$ cat src/rtl/pc_sequencer_if.sv
// Fetch-sequencer bus: decoded control inputs in, program counter and run status out.
interface pc_sequencer_if #(
  parameter int unsigned PC_WIDTH  = 10,
  parameter int unsigned CNT_WIDTH = 16
);
  logic                 start;
  logic                 stall;
  logic                 halt_req;
  logic                 jump_en;
  logic [PC_WIDTH-1:0]  jump_target;
  logic                 branch_en;
  logic                 zero;
  logic [7:0]           branch_offset;
  logic [PC_WIDTH-1:0]  pc;
  logic                 running;
  logic                 done;
  logic                 branch_taken;
  logic [CNT_WIDTH-1:0] retired;

  modport master (
    output start, stall, halt_req, jump_en, jump_target, branch_en, zero, branch_offset,
    input  pc, running, done, branch_taken, retired
  );

  modport slave (
    input  start, stall, halt_req, jump_en, jump_target, branch_en, zero, branch_offset,
    output pc, running, done, branch_taken, retired
  );
endinterface

$ cat src/rtl/pc_sequencer.sv
// Program counter and fetch sequencer: IDLE/RUN/HALTED control, jump/BEQ target
// selection and a saturating retired-instruction counter.
module pc_sequencer #(
  parameter int unsigned PC_WIDTH   = 10,
  parameter int unsigned START_ADDR = 0,
  parameter int unsigned CNT_WIDTH  = 16
) (
  input  logic            clk,
  input  logic            reset,
  pc_sequencer_if.slave   bus
);

  typedef enum logic [1:0] {
    IDLE   = 2'd0,
    RUN    = 2'd1,
    HALTED = 2'd2
  } state_t;

  localparam logic [PC_WIDTH-1:0] START_PC = PC_WIDTH'(START_ADDR);

  state_t                state;
  state_t                state_next;
  logic [PC_WIDTH-1:0]   pc_q;
  logic [PC_WIDTH-1:0]   pc_next;
  logic [CNT_WIDTH-1:0]  retired_q;
  logic [CNT_WIDTH-1:0]  retired_next;
  logic [CNT_WIDTH-1:0]  retired_inc;
  logic                  branch_taken_q;
  logic                  branch_taken_next;
  logic                  running_q;
  logic                  done_q;
  logic [PC_WIDTH-1:0]   offset_ext;

  // Offset is two's complement; the add wraps modulo 2^PC_WIDTH.
  assign offset_ext  = PC_WIDTH'($signed(bus.branch_offset));
  assign retired_inc = (retired_q == {CNT_WIDTH{1'b1}}) ? retired_q
                                                        : retired_q + CNT_WIDTH'(1);

  always_ff @(posedge clk) begin
    if (reset) state <= IDLE;
    else       state <= state_next;
  end

  always_comb begin
    state_next        = state;
    pc_next           = pc_q;
    retired_next      = retired_q;
    branch_taken_next = 1'b0;
    case (state)
      IDLE, HALTED: begin
        if (bus.start) begin
          state_next   = RUN;
          pc_next      = START_PC;
          retired_next = '0;
        end
      end
      RUN: begin
        // A HALT retires even when the pipe is stalled.
        if (bus.halt_req) begin
          state_next   = HALTED;
          retired_next = retired_inc;
        end else if (bus.stall) begin
          pc_next      = pc_q;
        end else if (bus.jump_en) begin
          pc_next      = bus.jump_target;
          retired_next = retired_inc;
        end else if (bus.branch_en && bus.zero) begin
          pc_next           = pc_q + offset_ext;
          branch_taken_next = 1'b1;
          retired_next      = retired_inc;
        end else begin
          pc_next      = pc_q + PC_WIDTH'(1);
          retired_next = retired_inc;
        end
      end
      default: state_next = IDLE;
    endcase
  end

  // Status flags are registered alongside the state so they track it exactly.
  always_ff @(posedge clk) begin
    if (reset) begin
      pc_q           <= START_PC;
      retired_q      <= '0;
      branch_taken_q <= 1'b0;
      running_q      <= 1'b0;
      done_q         <= 1'b0;
    end else begin
      pc_q           <= pc_next;
      retired_q      <= retired_next;
      branch_taken_q <= branch_taken_next;
      running_q      <= (state_next == RUN);
      done_q         <= (state_next == HALTED);
    end
  end

  assign bus.pc           = pc_q;
  assign bus.retired      = retired_q;
  assign bus.branch_taken = branch_taken_q;
  assign bus.running      = running_q;
  assign bus.done         = done_q;

endmodule

$ cat src/flat_wrapper.sv
// flat-port wrapper written by rule: the top's interface ports become plain ports
module pc_sequencer_flat 
#(
  parameter int unsigned PC_WIDTH   = 10,
  parameter int unsigned START_ADDR = 0,
  parameter int unsigned CNT_WIDTH  = 16
)
  (clk, reset, bus_start, bus_stall, bus_halt_req, bus_jump_en, bus_jump_target, bus_branch_en, bus_zero, bus_branch_offset, bus_pc, bus_running, bus_done, bus_branch_taken, bus_retired);
  pc_sequencer_if #(.PC_WIDTH(PC_WIDTH), .CNT_WIDTH(CNT_WIDTH)) bus_i ();
  input  logic clk;
  input  logic reset;
  input wire logic [$bits(bus_i.start)-1:0] bus_start;
  input wire logic [$bits(bus_i.stall)-1:0] bus_stall;
  input wire logic [$bits(bus_i.halt_req)-1:0] bus_halt_req;
  input wire logic [$bits(bus_i.jump_en)-1:0] bus_jump_en;
  input wire logic [$bits(bus_i.jump_target)-1:0] bus_jump_target;
  input wire logic [$bits(bus_i.branch_en)-1:0] bus_branch_en;
  input wire logic [$bits(bus_i.zero)-1:0] bus_zero;
  input wire logic [$bits(bus_i.branch_offset)-1:0] bus_branch_offset;
  output wire logic [$bits(bus_i.pc)-1:0] bus_pc;
  output wire logic [$bits(bus_i.running)-1:0] bus_running;
  output wire logic [$bits(bus_i.done)-1:0] bus_done;
  output wire logic [$bits(bus_i.branch_taken)-1:0] bus_branch_taken;
  output wire logic [$bits(bus_i.retired)-1:0] bus_retired;
  assign bus_i.start = bus_start;
  assign bus_i.stall = bus_stall;
  assign bus_i.halt_req = bus_halt_req;
  assign bus_i.jump_en = bus_jump_en;
  assign bus_i.jump_target = bus_jump_target;
  assign bus_i.branch_en = bus_branch_en;
  assign bus_i.zero = bus_zero;
  assign bus_i.branch_offset = bus_branch_offset;
  assign bus_pc = bus_i.pc;
  assign bus_running = bus_i.running;
  assign bus_done = bus_i.done;
  assign bus_branch_taken = bus_i.branch_taken;
  assign bus_retired = bus_i.retired;
  pc_sequencer #(.PC_WIDTH(PC_WIDTH), .START_ADDR(START_ADDR), .CNT_WIDTH(CNT_WIDTH)) u_core (.clk(clk), .reset(reset), .bus(bus_i));
endmodule
$ cat config.mk
export PLATFORM = sky130hd
export DESIGN_NAME = pc_sequencer_flat
export DESIGN_NICKNAME = d
export VERILOG_FILES = /design/src/rtl/pc_sequencer_if.sv /design/src/rtl/pc_sequencer.sv /design/src/flat_wrapper.sv
export SDC_FILE = /design/constraint.sdc
export NUM_CORES = 1
export LEC_CHECK = 0
export BUFFER_PORTS_ARGS = -buffer_cell sky130_fd_sc_hd__buf_4
export CORE_MARGIN = 2
export CORE_UTILIZATION = 56
export CTS_BUF_LIST = sky130_fd_sc_hd__clkbuf_4 sky130_fd_sc_hd__clkbuf_8 sky130_fd_sc_hd__clkbuf_16
export DETAILED_ROUTE_END_ITERATION = 8
export PLACE_DENSITY = 0.95
export RECOVER_POWER = 25
export SKIP_CTS_REPAIR_TIMING = 1
export SYNTH_ARGS = -nofsm -noshare
export SYNTH_HDL_FRONTEND = slang
export SYNTH_SLANG_ARGS = --single-unit
$ cat constraint.sdc
create_clock -name clk -period 4.7 [get_ports clk]
set_clock_uncertainty 0.15 [all_clocks]
set_input_delay 0.47 -clock clk [delete_from_list [all_inputs] [get_ports clk]]
set_output_delay 0.47 -clock clk [all_outputs]
set_load 0.02 [all_outputs]
==> impl_metrics.ini, run 1 <==
[finish]
drive_gt1_share_pct = 20.8
final_cell_area_um2 = 2400
diodes = 0
finalNonFillerCells = 330
final_nets = 320
areaGrowthSynthToFinish_pct = 25.0

[detailed_routing]
ant_nets = 0
routedWlPerCell_um = 14.9
viasPerCell = 5.99
routed.top_layer = met4
wl_um = 4930
vias = 1978
drc_errors = 0
met2WireLength_um = 2520
first_iter_violations = 152
met1_length_um = 1970
wl_met3_um = 352
drt_first_pass_iters = 4

[pwr]
p_clk_share_pct = 39.2
p_int_w = 0.000427
p_sw_w = 0.000148
power_leakage_nw = 1.01
p_comb_share_pct = 13.5
pwr_density_cell_nw_per_um2 = 239
power.total_w = 0.000575
ir_drop_mv = 0.260
seqPwrFrac_pct = 47.3
p_sw_share_pct = 25.8

[sta]
worst_slew_pin_slew_ns = 0.904
timing.final.crit_period_ns = 2.40
max_freq_mhz = 416
setup_violations = 0
finalHoldViolations = 0
final-max-slew-violation-count = 0
rsz0062_at_grt = no
period_share_pct = 51.1
max_slew_margin_pct = 39.5
fin_setup_tns_ns = 0
fin_ws_ns = 2.30

[setup_path]
cp-endpoint = u_core.bus.pc[7]
r2r-end = u_core.bus.pc[7]
cp_max_fo = 14
critPathArrivalTime_ns = 2.53
critPathLaunchType = flip-flop
r2r_setup_slack_ns = 2.30
crit_type = flip-flop to flip-flop
crit_path_start = u_core.state[0]
cp.required_ns = 4.83
endpoint_kind = flip-flop
r2r_start = u_core.state[0]
reg2reg_depth = 5

[flow_run]
drv_cap = 0

[synthesis]
syn_area_um2 = 1920
synth_edf_count = 0
synth-seq-cells = 31
yosysMostFrequentCell = dfxtp_1
synth_cell_types = 49
synthCells = 229
synth_flop_cell = dfxtp_1
yosysWarnings = 0
yosys-top-cells-count = dfxtp_1 (31), a21oi_1 (23), nor2_1 (22)
synth_area_leader_cell = dfxtp_1
yosysSeqAreaShare_pct = 32.3
synth-async-reset-ratio_pct = 0
syn_avg_cell_area_um2 = 8.40
yosys.area.top_type_share_pct = 32.3
ys_top_cells_by_area = dfxtp_1 (32%), ha_1 (6.5%), a21oi_1 (6.0%)
syn_nets = 266

[global_routing]
grt_max_degree = 19
grt_use_total_pct = 25.6
grt_pass1_wl_um = 8010
antenna_found_initial = 0
grt_overflow = 0
grt_pass1_vias = 1797

[place]
gp_congestion = 0.907
dp_hpwl_um = 3710
io_buffer_count = 54
dpl_cell_area_um2 = 2360
placed_cells = 322
post-place-ws_ns = 1.99

[floorplanning]
die_x_um = 62.6
core_area_um2 = 3310
die_h_um = 62.6
fp-row-count = 21
die-area_um2 = 3920
io_pins = 55
initial_utilization_pct = 58.1

[clock_tree]
clock_sinks = 31
clockBufferDepth = 2
cts_buffers = 5
htreeDepth = 2
cts_tree = yes
ctsRootBufferMaster = clkbuf_4
path_clk_slew_ns = 0.10
clk_latency_ns = 0.35

[worst_hold_path]
hp-start = bus_zero
hold_class = primary input to flip-flop

[status]
status = finished clean
==> power by group through the flow <==
stage	clock, W	sequential [W]	combinational (W)
finish	0.000225	0.000272	0.0000776
global route	0.000244	0.000273	0.0000845
CTS	0.000228	0.000272	0.0000792
detailed placement	0	0.000278	0.0000787
global placement	0	0.000278	0.0000768
floorplan	0	0.000282	0.0000410
==> placed cells by master (no fill, tap or decap), types with 6 or more instances in the layout <==
cell       n
xor2_1     6
nor2_1    22
nand2_1   12
buf_4     43
dfxtp_1   31
and3_1    11
o21ai_0   16
or3_1      9
nor3_1     7
nand3_1    7
a21oi_1   23
ha_1      10
clkbuf_1  11
==> worst max-delay path, stage by stage (launching register included) <==
cell,delay (ns)
dfxtp_1,0.49
and2b_1,0.25
nor2_1,0.71
a21boi_0,0.21
a2111o_1,0.40
nor3_1,0.13
==> kinds of logic (layout without fill, tap and decap cells) <==
family                   after synthesis  after routing  share of synthesized area, %
buffers and inverters                 12             67                          2.41
adder cells (fa/ha/maj)               11             11                          7.55
AND/OR/NAND/NOR                       96             96                          29.3
XOR/XNOR                              11             11                          5.01
AO/OA/AOI/OAI                         65             65                          21.9
flip-flops                            31             31                          32.3
multiplexers                           3              3                          1.56
==> registers in the layout, summed over array words and instances (netlist names) <==
signal,flops
u_core.bus.running,1
u_core.state,2
u_core.bus.branch_taken,1
u_core.bus.done,1
u_core.bus.retired,16
u_core.bus.pc,10
==> layout make-up <==
type                    instances  area [µm²]
clock buffers                   6        51.3
clock inverters                 2        35.0
fillers                       281         907
inverters                       5        18.8
multi-input cells             186        1260
flip-flops and latches         31         621
well taps                      46        57.6
repair buffers                 54         364
==> worst min-delay path by stage <==
stage	cells past startpoint	slack [ns]	end
final	3	0.26	u_core.bus.branch_taken
after global routing	3	0.26	u_core.bus.branch_taken
after CTS	3	0.25	u_core.bus.branch_taken
after detailed placement	2	0.35	u_core.bus.retired[11]
after global placement	2	0.35	u_core.bus.retired[11]
after floorplan	2	0.36	u_core.bus.done
==> routing by layer <==
metal | up-vias | track usage [%]
met2 | 92 | 44.5
met1 | 911 | 29.1
met5 | - | 0
met4 | 0 | 14.4
li1 | 964 | -
met3 | 11 | 5.41
==> through the flow <==
stage / utilization [%] / hold WS (ns)
3_3_place_gp: 71.2 / 0.346
5_1_grt: 72.6 / 0.261
3_5_place_dp: 71.2 / 0.352
2_1_floorplan: - / 0.361
4_1_cts: 73.8 / 0.246
6_report: 72.6 / 0.261
Note: power is estimated with default switching activity, not from simulation.
==> run 2, diff against run 1 <==
- CORE_UTILIZATION: 56 -> 52
- PLACE_DENSITY: 0.95 -> 0.91
- clock period: 4.7 -> 2.4 ns (I/O delays scaled with it)
==> impl_metrics.ini, run 2 (synthesis results as in run 1) <==
[sta]
finalHoldViolations = 0
rsz0062_at_grt = no
timing.final.crit_period_ns = 2.17
worst_slew_pin_slew_ns = 0.486
period_share_pct = 90.4
final-max-slew-violation-count = 0
setup_violations = 0
max_freq_mhz = 461
fin_setup_tns_ns = 0
max_slew_margin_pct = 67.6

[pwr]
pwr_density_cell_nw_per_um2 = 472
power.total_w = 0.00116
ir_drop_mv = 0.390
power_leakage_nw = 1.04

[setup_path]
cp.required_ns = 2.44
r2r_setup_slack_ns = 0.25
reg2reg_depth = 7
cp_max_fo = 2
endpoint_kind = flip-flop
critPathLaunchType = primary input
crit_path_start = bus_branch_en
r2r-end = u_core.bus.pc[8]
crit_type = primary input to flip-flop
critPathArrivalTime_ns = 2.21
cp-endpoint = u_core.bus.pc[8]
r2r_start = u_core.bus.pc[0]

[detailed_routing]
wl_um = 4840
viasPerCell = 5.86
vias = 1981
ant_nets = 0
first_iter_violations = 152
routedWlPerCell_um = 14.3
drt_first_pass_iters = 5
drc_errors = 0

[place]
gp_congestion = 0.941
io_buffer_count = 54
dp_hpwl_um = 3670

[floorplanning]
die_h_um = 64.8
initial_utilization_pct = 53.3
io_pins = 55
die-area_um2 = 4200
die_x_um = 64.8
fp-row-count = 22
core_area_um2 = 3610

[clock_tree]
ctsRootBufferMaster = clkbuf_8
clockBufferDepth = 2
cts_buffers = 5
clock_sinks = 31
clk_latency_ns = 0.29
path_clk_slew_ns = 0.06
cts_tree = yes
htreeDepth = 2

[finish]
areaGrowthSynthToFinish_pct = 28.0
drive_gt1_share_pct = 21.7
final_nets = 326
layout_commonest_cell = buf_4
diodes = 0
largest_reg_flops = 16
final_cell_mix = buf_4 (47), dfxtp_1 (31), a21oi_1 (23)

[worst_hold_path]
hold_class = primary input to flip-flop

[global_routing]
grt_pass1_vias = 1810
antenna_found_initial = 0
grt_max_degree = 19
grt_pass1_wl_um = 8010
grt_overflow = 0
grt_use_total_pct = 24.8

[flow_run]
drv_cap = 0

[status]
status = finished clean
-- run 2: cell types whose count changed in the layout (fill, tap and decap cells not counted) --
cell and delta:
clkbuf_8 +6, buf_4 +4, clkbuf_4 -4, clkbuf_1 +2, bufinv_16 -1, clkinv_2 -1
-- run 2: worst min-delay path by stage --
stage                                      start                      end  slack [ns]  cells past startpoint
final                                   bus_zero  u_core.bus.branch_taken        0.07                      3
after global routing                    bus_zero  u_core.bus.branch_taken        0.09                      3
after CTS                               bus_zero  u_core.bus.branch_taken        0.06                      3
after detailed placement  u_core.bus.retired[15]   u_core.bus.retired[15]        0.36                      2
after global placement    u_core.bus.retired[10]   u_core.bus.retired[10]        0.34                      2
after floorplan                         bus_zero  u_core.bus.branch_taken        0.22                      2
-- run 2: cell type report --
| class | instances | area (µm²) |
|---|---|---|
| multi-input combinational | 186 | 1260 |
| inverter | 5 | 18.8 |
| tap | 48 | 60.1 |
| timing repair buffer | 60 | 402 |
| fill | 313 | 1140 |
| sequential | 31 | 621 |
| clock buffer | 8 | 104 |
-- run 2: metrics by stage --
step	util (%)	setup WS (ns)	hold WS, ns	std cells	area [µm²]
2_1_floorplan	-	0.235	0.223	229	1920
3_3_place_gp	66.7	0.0962	0.341	330	2410
3_5_place_dp	66.7	-0.0231	0.359	330	2410
4_1_cts	69.6	0.266	0.0644	338	2510
5_1_grt	68.3	0.0922	0.0903	338	2460
6_report	68.3	0.231	0.0667	338	2460
-- run 2: per-layer routing --
metal  track usage, %  wire [µm]
met2             42.5       2400
met1             28.4       1910
met3             6.25        420
met5                0          0
met4             12.2        112
-- run 2: report_power, final --
group          leakage, nW  internal, W  switching [W]  total [W]
Clock               0.0549     0.000273       0.000198   0.000470
Combinational        0.736    0.0000711      0.0000869   0.000158
Sequential           0.251     0.000524     0.00000985   0.000534
Total                 1.04     0.000868       0.000294    0.00116
-- run 2: critical path, cell delays in order --
cell      delay, ns
buf_4          0.08
nand2_1        0.06
or2_2          0.28
ha_1           0.22
fa_1           0.41
a21oi_1        0.24
o211a_1        0.18
o21ai_0        0.10
xnor2_1        0.14
a221oi_1       0.26
